===== src/rtl/matrix_scan_if.sv =====
// Board-in / LED-out signal bundle for the row-scanned dot-matrix driver.
// master = board source side, slave = the scan driver.
interface matrix_scan_if;
   logic [63:0] mat;
   logic        mat_load;
   logic [7:0]  row_sel;
   logic [7:0]  col_out;
   logic        frame_done;
   logic        busy_pending;

   modport master (
      output mat, mat_load,
      input  row_sel, col_out, frame_done, busy_pending
   );

   modport slave (
      input  mat, mat_load,
      output row_sel, col_out, frame_done, busy_pending
   );
endinterface


===== src/rtl/matrix_scan.sv =====
// Row-multiplexed 8x8 LED driver: one row per DWELL cycles, first BLANK cycles dark.
// Boards are double-buffered and swapped only at the frame boundary; mat_load is never back-pressured.
module matrix_scan #(
   parameter int unsigned DWELL = 5000,
   parameter int unsigned BLANK = 2
) (
   input  logic          clk,
   input  logic          rst,
   matrix_scan_if.slave  bus
);
   localparam logic [15:0] DWELL_M1 = 16'(DWELL - 1);

   logic [2:0]  row_idx_q, row_idx_d;
   logic [15:0] cnt_q, cnt_d;
   logic [63:0] staging_q, staging_d;
   logic [63:0] shadow_q, shadow_d;
   logic        pending_q, pending_d;
   logic        frame_done_q, frame_done_d;
   logic        row_end;
   logic        boundary;
   logic        lit;
   logic [7:0]  cur_row;

   always_ff @(posedge clk or negedge rst) begin
      if (!rst) begin
         row_idx_q    <= '0;
         cnt_q        <= '0;
         staging_q    <= '0;
         shadow_q     <= '0;
         pending_q    <= 1'b0;
         frame_done_q <= 1'b0;
      end else begin
         row_idx_q    <= row_idx_d;
         cnt_q        <= cnt_d;
         staging_q    <= staging_d;
         shadow_q     <= shadow_d;
         pending_q    <= pending_d;
         frame_done_q <= frame_done_d;
      end
   end

   always_comb begin
      row_idx_d = row_idx_q;
      cnt_d     = cnt_q + 16'd1;
      staging_d = staging_q;
      shadow_d  = shadow_q;
      pending_d = pending_q;
      row_end   = (cnt_q == DWELL_M1);
      boundary  = row_end && (row_idx_q == 3'd7);

      if (row_end) begin
         cnt_d     = '0;
         row_idx_d = row_idx_q + 3'd1;
      end

      if (bus.mat_load) begin
         staging_d = bus.mat;
         pending_d = 1'b1;
      end

      // A load landing on the boundary itself bypasses staging straight into the next frame.
      if (boundary) begin
         if (bus.mat_load) begin
            shadow_d  = bus.mat;
            pending_d = 1'b0;
         end else if (pending_q) begin
            shadow_d  = staging_q;
            pending_d = 1'b0;
         end
      end

      frame_done_d = boundary;
   end

   generate
      if (BLANK == 0) begin : g_no_blank
         assign lit = 1'b1;
      end else begin : g_blank
         assign lit = (cnt_q >= 16'(BLANK));
      end
   endgenerate

   // Row r lives at bits 63-8r down to 56-8r; {~r, 3'b111} is exactly 63-8r.
   assign cur_row = shadow_q[{~row_idx_q, 3'b111} -: 8];

   assign bus.row_sel      = 8'b1 << row_idx_q;
   assign bus.col_out      = lit ? cur_row : 8'h00;
   assign bus.frame_done   = frame_done_q;
   assign bus.busy_pending = pending_q;
endmodule


===== src/flat_wrapper.sv =====
// flat-port wrapper written by rule: the top's interface ports become plain ports
module matrix_scan_flat 
#(
   parameter int unsigned DWELL = 5000,
   parameter int unsigned BLANK = 2
)
  (clk, rst, bus_mat, bus_mat_load, bus_row_sel, bus_col_out, bus_frame_done, bus_busy_pending);
  matrix_scan_if bus_i ();
  input  logic clk;
  input  logic rst;
  input wire logic [$bits(bus_i.mat)-1:0] bus_mat;
  input wire logic [$bits(bus_i.mat_load)-1:0] bus_mat_load;
  output wire logic [$bits(bus_i.row_sel)-1:0] bus_row_sel;
  output wire logic [$bits(bus_i.col_out)-1:0] bus_col_out;
  output wire logic [$bits(bus_i.frame_done)-1:0] bus_frame_done;
  output wire logic [$bits(bus_i.busy_pending)-1:0] bus_busy_pending;
  assign bus_i.mat = bus_mat;
  assign bus_i.mat_load = bus_mat_load;
  assign bus_row_sel = bus_i.row_sel;
  assign bus_col_out = bus_i.col_out;
  assign bus_frame_done = bus_i.frame_done;
  assign bus_busy_pending = bus_i.busy_pending;
  matrix_scan #(.DWELL(DWELL), .BLANK(BLANK)) u_core (.clk(clk), .rst(rst), .bus(bus_i));
endmodule

===== config.mk =====
export PLATFORM = sky130hd
export DESIGN_NAME = matrix_scan_flat
export DESIGN_NICKNAME = d
export VERILOG_FILES = /design/src/rtl/matrix_scan_if.sv /design/src/rtl/matrix_scan.sv /design/src/flat_wrapper.sv
export SDC_FILE = /design/constraint.sdc
export NUM_CORES = 1
export LEC_CHECK = 0
export CORE_ASPECT_RATIO = 0.5
export CORE_MARGIN = 8
export CORE_UTILIZATION = 62
export CTS_BUF_LIST = sky130_fd_sc_hd__clkbuf_8
export DETAILED_ROUTE_END_ITERATION = 8
export PLACE_DENSITY = 0.95
export RECOVER_POWER = 100
export SETUP_SLACK_MARGIN = 0.05
export SLEW_MARGIN = 20
export SYNTH_ARGS = -nofsm -noshare
export SYNTH_HDL_FRONTEND = slang
export SYNTH_SLANG_ARGS = --single-unit

===== constraint.sdc =====
create_clock -name clk -period 4.42 [get_ports clk]
set_input_delay 0.663 -clock clk [delete_from_list [all_inputs] [get_ports clk]]
set_output_delay 0.663 -clock clk [all_outputs]
set_load 0.01 [all_outputs]

After elaboration in Yosys (flattened, before gate mapping)
Index checks and enable logic that the tools add are counted.

Muxes and demuxes: 8. Order comparisons: 1. Reduce and logical (&&, ||, !) cells: 3. Bitwise operators: 1. Shift operators: 2. Add/sub/neg operators: 2. Eq/ne operators: 2.

Operators by type and width (number): two-way mux 64 bit (2); indexed part select 71 x 7 -> 8 bit (1); adder 16 x 1 -> 16 bit (second input constant) (1); == test 16 x 13 -> 1 bit (second input constant) (1); greater-or-equal comparator 16 x 2 -> 1 bit (second input constant) (1); two-way mux 16 bit (1); two-way mux 8 bit (1); << shifter 1 x 3 -> 8 bit (first input constant) (1); two-way mux 1 bit (4); adder 3 x 1 -> 3 bit (second input constant) (1); == test 3 bit (second input constant) (1); NOT 3 bit (1); AND reduction 2 bit (1); nonzero test 2 bit (1); logical AND 1 bit (1).

Output and inout port bits: 18. Bits in registers: 149. Word-level logic and storage cells: 25.

Logic depth before layout (Yosys ltp)
Gate-level depths: netlist of run 1.

Depth after elaboration: 4. Depth in mapped cells: 7.

Worst setup path before layout of run 1
OpenSTA, ideal clock, no wires.

Kind: flip-flop to output port. From: register u_core.row_idx_q[0]. To: output bus_col_out[0]. Data required time: 3.757 ns. Cell stages (with the launch flop): 6. Path slack: 2.150 ns. Arrival time: 1.607 ns. Cells stage by stage: dfrtp_1 -> buf_2 -> buf_2 -> mux4_2 -> nand2_1 -> a21oi_1.

Cells in the longest elaborated chain, start to end: 3.

RTL lines: start, declared (line matrix_scan.sv:13) `logic [2:0] row_idx_q, row_idx_d;`; start signal, assigned (line matrix_scan.sv:33) `row_idx_q <= row_idx_d;`; NOT 3 bit (line matrix_scan.sv:84) `assign cur_row = shadow_q[{~row_idx_q, 3'b111} -: 8];`; indexed part select 71 x 7 -> 8 bit (line matrix_scan.sv:84); two-way mux 8 bit (line matrix_scan.sv:87) `assign bus.col_out = lit ? cur_row : 8'h00;`; end, declared (line flat_wrapper.sv:14) `output wire logic [$bits(bus_i.col_out)-1:0] bus_col_out;`.

No other way between the ends.

Worst setup path in the final report of run 1
From: register u_core.cnt_q[6]. To: output bus_col_out[7].

Cells in the longest elaborated chain, start to end: 2.

RTL lines: start, declared (line matrix_scan.sv:14) `logic [15:0] cnt_q, cnt_d;`; start signal, assigned (line matrix_scan.sv:34) `cnt_q <= cnt_d;`; greater-or-equal comparator 16 x 2 -> 1 bit (line matrix_scan.sv:79) `assign lit = (cnt_q >= 16'(BLANK));`; two-way mux 8 bit (line matrix_scan.sv:87).

No other way between the ends.

==> results by group, run 1 <==
Synth
  – Netlist cell types: 30
  – Most common cell in the netlist: dfrtp_1
  – Yosys top cell by area: dfrtp_1
  – Post-synthesis mux area share: 30.75%
  – Area contributors post-synth: dfrtp_1 (56%), mux2_4 (14%), mux2_2 (12%)
  – Synth top area share: 56.26%
  – Ys flop type: dfrtp_1
  – Async SR Flop Fraction: 100.0%
  – Synth Area in Simple Gates: 5.739%
  – Commonest cells post-synth: dfrtp_1 (149), mux2_2 (69), mux2_4 (60)
  – Compound-Gate Fraction of Synth Area: 0.7551%
  – Mapped Cells: 423
  – Yosys reg bits: 149
  – Largest family of logic cells by synthesized area: multiplexers
  – YS warnings: 0
  – Synthesized area: about 6600 sq um
  – Avg Cell Area, Syn: 15.67 sq um
  – Synth Area in Adders: 1.510%
  – Post-synth EDFFs: 0
  – Net count after synthesis: 498
  – Register area share after synthesis: 56.26%
  – XOR/XNOR Fraction of Synth Area: 1.982%

Drt
  – Vias: 3744
  – Via density: 5.639
  – Post-route DRC: 0
  – Drt pass-1 iters: 4
  – Drt first-iter violations: 175
  – Per-cell routed wire length: 20.55 um
  – Post-Route WL: 13650 um
  – DRT antenna net count: 0

Final layout
  – Layout area overhead: 15.01%
  – Share of cells above drive strength 1: 14.50%
  – Final Instance Area: 7622 sq um
  – Final nets: 586
  – Ant diodes: 0
  – Fillers: roughly 610

Floorplan
  – Die outline height: about 90 um
  – Initial core utilization: 64.27%
  – Die ar.: 14460 sq um
  – IO Pins: 85
  – Core area: 10310 sq um
  – Standard-cell row count: 26
  – Die width: between 150 and 200 um

Timing
  – Setup violators final: 0
  – Slew Viols, Final: 155
  – Final critical-path share of the clock period: 86.07%
  – Max-slew headroom: -42.68%
  – Unrepaired setup endpoints after global routing: false
  – Final Critical Period: 3804 ps
  – Hold Vio Cnt, Final: 0
  – Least-Margin Pin Slew: 2140 ps
  – Fmax: 262.9 MHz
  – Setup Skew: 11.61 ps
  – Setup TNS: 0 ps

Worst setup path
  – WP depth: 5
  – Critical-path cell list: nor4_1, nand2_1, nor3_1, a21oi_1, dlygate4sd3_1
  – Crit path DAT: around 3100 ps
  – Slowest cell on crit path: nor3_1
  – CP endpoint kind: primary output
  – CP startpoint kind: flop
  – Max incr delay on CP: about 940 ps
  – Required time of the critical path: between 3000 and 4000 ps
  – Crit-path max FO: 8
  – CP Class: flop to primary output
  – Worst path top cell family by delay: simple AND/OR/NAND/NOR gates
  – Bufs and invs on worst path: 1
  – R2r worst-path depth: 5

CTS
  – CTS HTree Levels: 4
  – CTS buffer count: 17
  – CTS Sinks: roughly 150
  – Clk Latency, worst-skew pair: between 400 and 500 ps
  – Post-CTS setup buffer count: 0
  – Maximum root-to-sink buffer count: 2
  – Worst-path clk slew: ~80 ps
  – Post-cts resize count: 0
  – Root buf cell: clkbuf_8
  – CTS tree: done
  – Hold_buf cts: 0

Placed design
  – Placed cell area: roughly 7500 sq um
  – Port Buffers: 84
  – HPWL Detailed: 9285 um
  – Gpl congestion: 0.7804

Pwr
  – Static leakage: 3.519 nW
  – Peak supply drop: roughly 0.24 mV
  – P per Cell Area: between 300 and 400 nW/um^2
  – Total power draw: 0.002605 W

GRT
  – Initial antenna violation count: 0
  – GR Util met3: 4.504%
  – Total GRT Usage: 20.09%
  – Met1 GRT Util: 25.07%
  – Grt ovf: 0
  – Largest net degree at the start of global routing: 90
  – GRT busiest layer: met2
  – Vias in the first global route: 4151
  – First-pass GRT wire length: 22140 um
  – Met2 Usage GRT: 33.76%

Run status
  – Violated checks: max-capacitance violations, max-slew violations
  – Status: finished, violations left

Run
  – Max capacitance violation total: 2

Worst hold path
  – Hold path depth: 1
  – Worst Hold Class: flop to flop
==> layout by cell type, fill, tap and decap left out, types with 2 or more instances in the layout <==
| cell type | synthesis | routed |
|---|---|---|
| a21oi_1 | 9 | 9 |
| clkinv_4 | 0 | 2 |
| xnor2_1 | 9 | 9 |
| nor3_1 | 7 | 7 |
| and2_1 | 4 | 4 |
| nor2b_1 | 3 | 3 |
| nand2_1 | 24 | 24 |
| inv_6 | 0 | 6 |
| dlygate4sd3_1 | 0 | 17 |
| xor2_1 | 6 | 6 |
| nand3_1 | 7 | 7 |
| clkbuf_8 | 0 | 17 |
| mux2_4 | 60 | 3 |
| clkdlybuf4s50_1 | 0 | 65 |
| nor4_1 | 5 | 6 |
| clkinvlp_4 | 0 | 6 |
| dfrtp_1 | 149 | 149 |
| mux4_2 | 16 | 16 |
| nand4_1 | 4 | 5 |
| mux2_1 | 0 | 109 |
| and4_1 | 2 | 2 |
| nor2_1 | 11 | 11 |
| mux2_2 | 69 | 17 |
| ha_1 | 8 | 8 |
| clkbuf_2 | 0 | 3 |
| buf_4 | 0 | 2 |
| inv_1 | 3 | 3 |
==> worst paths after layout <==
path | slack [ps] | endpoint | start
max | 620 | bus_col_out[7] | u_core.cnt_q[6]
min | 490 | u_core.staging_q[46] | u_core.staging_q[46]
max reg2reg | 970 | u_core.shadow_q[19] | u_core.row_idx_q[1]
min reg2reg | 490 | u_core.staging_q[46] | u_core.staging_q[46]
max in group asynchronous | 1450 | u_core.cnt_q[10] | rst
min in group asynchronous | 830 | u_core.staging_q[22] | rst
==> stage by stage <==
stage,cells,setup slack (ps),hold WS (ps),util [%]
CTS,664,808.0,291.5,76.43
global route,664,411.9,508.5,73.91
floorplan,423,2150,367.4,-
finish,664,615.6,485.9,73.91
detailed placement,632,1177,486.9,72.75
global placement,632,1316,479.0,72.69
==> sequential cells by signal (all words and copies together), names as in the netlist <==
signal,flops
u_core.bus.frame_done,1
u_core.bus.busy_pending,1
u_core.staging_q,64
u_core.cnt_q,16
u_core.row_idx_q,3
u_core.shadow_q,64
==> area by class of cell <==
type	count	area (sq um)	area share, %
multi-input cells	250	2465	32.34
flip-flops and latches	149	3729	48.92
repair buffers	89	859.6	11.28
inverters	4	15.01	0.1970
well taps	140	175.2	2.298
clock inverters	15	145.1	1.904
clock buffers	17	234.0	3.070
==> where the power goes <==
| part | internal [W] | switching [W] |
|---|---|---|
| clock | 0.000456 | 0.000541 |
| sequential | 0.00142 | 0.0000148 |
| combinational | 0.0000932 | 0.0000795 |
==> per-layer routing <==
metal	part of all wire [%]	wire length, um	up-vias
met2	50	6879	113
li1	-	-	1684
met5	0	0	-
met4	2.2	304	0
met3	4.2	579	23
met1	43	5886	1924
==> cell families after synthesis <==
logic type | Yosys count
xor gates and xnor gates | 15
muxes | 145
adders and majority gates | 8
and+or+nand+nor | 72
DFF | 149
buffers and inverters | 24
AOI/OAI and AO/OA | 10
Power figures use the tool's default switching activity.
==> run 2, diff against run 1 <==
--- a/config.mk
+++ b/config.mk
@@ -5,7 +5,6 @@
 export SDC_FILE = /design/constraint.sdc
 export NUM_CORES = 1
 export LEC_CHECK = 0
-export CORE_ASPECT_RATIO = 0.5
 export CORE_MARGIN = 8
 export CORE_UTILIZATION = 62
 export CTS_BUF_LIST = sky130_fd_sc_hd__clkbuf_8
==> run 2 against run 1 <==
Net effect:
- the flow still finishes with violations (max-capacitance violations, max-slew violations)
- global-route usage rose by 1.6 points
- total power up 4.0%
- core utilization decreased by 0.12 points
- first-iteration DRC count is 23% higher
- register-to-register slack better by 420 ps
- flip-flop and latch count unchanged
- die area shrank 1.4%
- combinational power is essentially flat
- sequential power about the same
- via count increased by 3.3%
- non-clock buffer count stayed put
- clock-buffer cell count did not move
==> results by group, run 2 (synthesis results as in run 1) <==
Worst setup path
  – Crit path DAT: 3320 ps (+180 ps)
  – Worst path top cell family by delay: simple AND/OR/NAND/NOR gates
  – CP endpoint kind: primary output
  – Crit-path max FO: 8 (unchanged)
  – WP depth: 5 (unchanged)
  – R2r worst-path depth: 5 (unchanged)
  – RR Startpoint: u_core.row_idx_q[1]
  – CP startpoint kind: flop
  – Bufs and invs on worst path: 1 (unchanged)
  – Flop-to-flop setup slack: 1390 ps (+420 ps)
  – Worst R2R End: u_core.shadow_q[59]
  – Slowest cell on crit path: nor3_1
  – Critical-path cell list: nor4_1, nand2_1, nor3_1, a21oi_1, dlygate4sd3_1
  – CP Class: flop to primary output
  – Required time of the critical path: 3760 ps (about the same)
  – Max incr delay on CP: 890 ps (-50 ps)

Run
  – Max capacitance violation total: 2 (unchanged)

Pwr
  – Static leakage: 3.548 nW (+0.84%)
  – Peak supply drop: 0.2066 mV (-12%)
  – Seq pwr share: 53.0% (-2.1 points)
  – Internal: 0.002075 W (+5.4%)
  – Clk pwr share: 40.5% (+2.2 points)
  – Gate power share: 6.5% (about the same)
  – Sw Pwr: 0.0006338 W (-0.30%)
  – P per Cell Area: 354.0 nW/um^2 (+3.6%)
  – Switching Share: 23.40% (-1.0 points)

Worst hold path
  – Worst Hold Class: flop to flop
  – Hold Startpoint: u_core.staging_q[21]
  – Hold path depth: 1 (unchanged)
  – Hold endpoint: u_core.staging_q[21]

Placed design
  – Placed cell area: 7497 sq um (about the same)
  – Gpl congestion: 0.9534 (+22%)
  – Dpl ws: 1233 ps (+56.26 ps)
  – Port Buffers: 84 (unchanged)
  – Placed cells: 628 (-0.63%)
  – HPWL Detailed: 9639 um (+3.8%)

CTS
  – CTS buffer count: 17 (unchanged)
  – Post-cts resize count: 0 (unchanged)
  – Hold_buf cts: 0 (unchanged)
  – CTS HTree Levels: 4 (unchanged)
  – CTS tree: done
  – Root buf cell: clkbuf_8
  – Clk Latency, worst-skew pair: 450 ps (+20 ps)
  – Worst-path clk slew: 80 ps (about the same)
  – Maximum root-to-sink buffer count: 2 (unchanged)
  – Post-CTS setup buffer count: 0 (unchanged)
  – CTS Sinks: 149 (unchanged)

Final layout
  – Fillers: 661 (+8.0%)
  – Regs by FF count: u_core.shadow_q x64, u_core.staging_q x64, u_core.cnt_q x16
  – Most frequent cells in the layout: dfrtp_1 (149), mux2_1 (117), clkdlybuf4s50_1 (64), nand2_1 (24), dlygate4sd3_1 (18)
  – Ant diodes: 0 (unchanged)
  – Non-filler cells, final: 660 (-0.60%)
  – Share of cells above drive strength 1: 12.79% (-1.7 points)
  – Final nets: 586 (unchanged)
  – Layout area overhead: 15.46%
  – Commonest non-fill, non-tap cell in the layout: dfrtp_1
  – Final Instance Area: 7652 sq um (+0.39%)

Timing
  – Fin worst setup slack: 433.4 ps (-182.2 ps)
  – Unrepaired setup endpoints after global routing: false
  – Setup TNS: 0 ps (unchanged)
  – Fmax: 250.8 MHz (-4.6%)
  – Final Critical Period: 3987 ps (+182.2 ps)
  – Final critical-path share of the clock period: 90.19% (+4.1 points)
  – Setup Skew: 12.12 ps (+0.5167 ps)
  – Least-Margin Pin Slew: 3586 ps (+1446 ps)
  – Setup violators final: 0 (unchanged)
  – Hold Vio Cnt, Final: 0 (unchanged)
  – Max-slew headroom: -139.1% (-96 points)
  – Slew Viols, Final: 140 (-9.7%)

Floorplan
  – Die width: 119.4 um (-26%)
  – Die ar.: 14250 sq um (-1.4%)
  – IO Pins: 85 (unchanged)
  – Initial core utilization: 63.91% (-0.36 points)
  – Standard-cell row count: 37 (+42%)
  – Core area: 10370 sq um (+0.56%)
  – Die outline height: 119.4 um (+34%)

Drt
  – Per-cell routed wire length: 22.13 um (+7.7%)
  – Drt first-iter violations: 216 (+23%)
  – Drt pass-1 iters: 4 (unchanged)
  – Post-route DRC: 0 (unchanged)
  – Via density: 5.858 (+3.9%)
  – Vias: 3866 (+3.3%)
  – Post-Route WL: 14610 um (+7.0%)
  – DRT antenna net count: 0 (unchanged)

Run status
  – Status: finished, violations left
  – Violated checks: max-capacitance violations, max-slew violations

GRT
  – Vias in the first global route: 4301 (+3.6%)
  – Grt ovf: 0 (unchanged)
  – Largest net degree at the start of global routing: 75 (-17%)
  – Total GRT Usage: 21.65% (+1.6 points)
  – First-pass GRT wire length: 23630 um (+6.7%)
  – Initial antenna violation count: 0 (unchanged)
[run 2: layer usage]
| layer | wire (um) | global-route usage [%] | share of wire, % |
|---|---|---|---|
| met1 | 5661 | 25.88 | 39 |
| met2 | 7534 | 35.58 | 52 |
| met4 | 386 | 9.836 | 2.6 |
| met5 | 0 | 0 | 0 |
| met3 | 1023 | 6.519 | 7.0 |
[run 2: power by group through the flow]
stage / sequential, W / combinational (W) / clock (W)
finish: 0.00143 / 0.000176 / 0.00110
global route: 0.00144 / 0.000193 / 0.00117
CTS: 0.00144 / 0.000196 / 0.00111
detailed placement: 0.00146 / 0.000194 / 0
global placement: 0.00146 / 0.000186 / 0
floorplan: 0.00146 / 0.0000846 / 0
[run 2: final cells by class]
class	instances	area [sq um]	area share [%]
Clock buffer	17	234.0	3.058
Clock inverter	15	180.2	2.354
Inverter	4	15.01	0.1962
Multi-Input combinational cell	250	2456	32.10
Sequential cell	149	3729	48.72
Tap cell	136	170.2	2.224
Timing Repair Buffer	89	868.3	11.35
[run 2: worst max path at each step]
stage                             start                   to  slack (ps)
floorplan           u_core.row_idx_q[0]       bus_col_out[0]        2150
global placement    u_core.row_idx_q[0]  u_core.shadow_q[43]        1360
detailed placement  u_core.row_idx_q[0]       bus_col_out[4]        1230
CTS                     u_core.cnt_q[0]       bus_col_out[4]         660
global route            u_core.cnt_q[6]       bus_col_out[4]         210
finish                  u_core.cnt_q[6]       bus_col_out[4]         430
[run 2: stage by stage]
step,power [W],utilization [%],hold WS [ps]
after floorplan,0.001540,-,367.4
after global placement,0.001645,72.24,481.2
after detailed placement,0.001657,72.30,485.5
after CTS,0.002744,76.29,240.1
after global routing,0.002800,73.79,501.8
final,0.002709,73.79,485.8
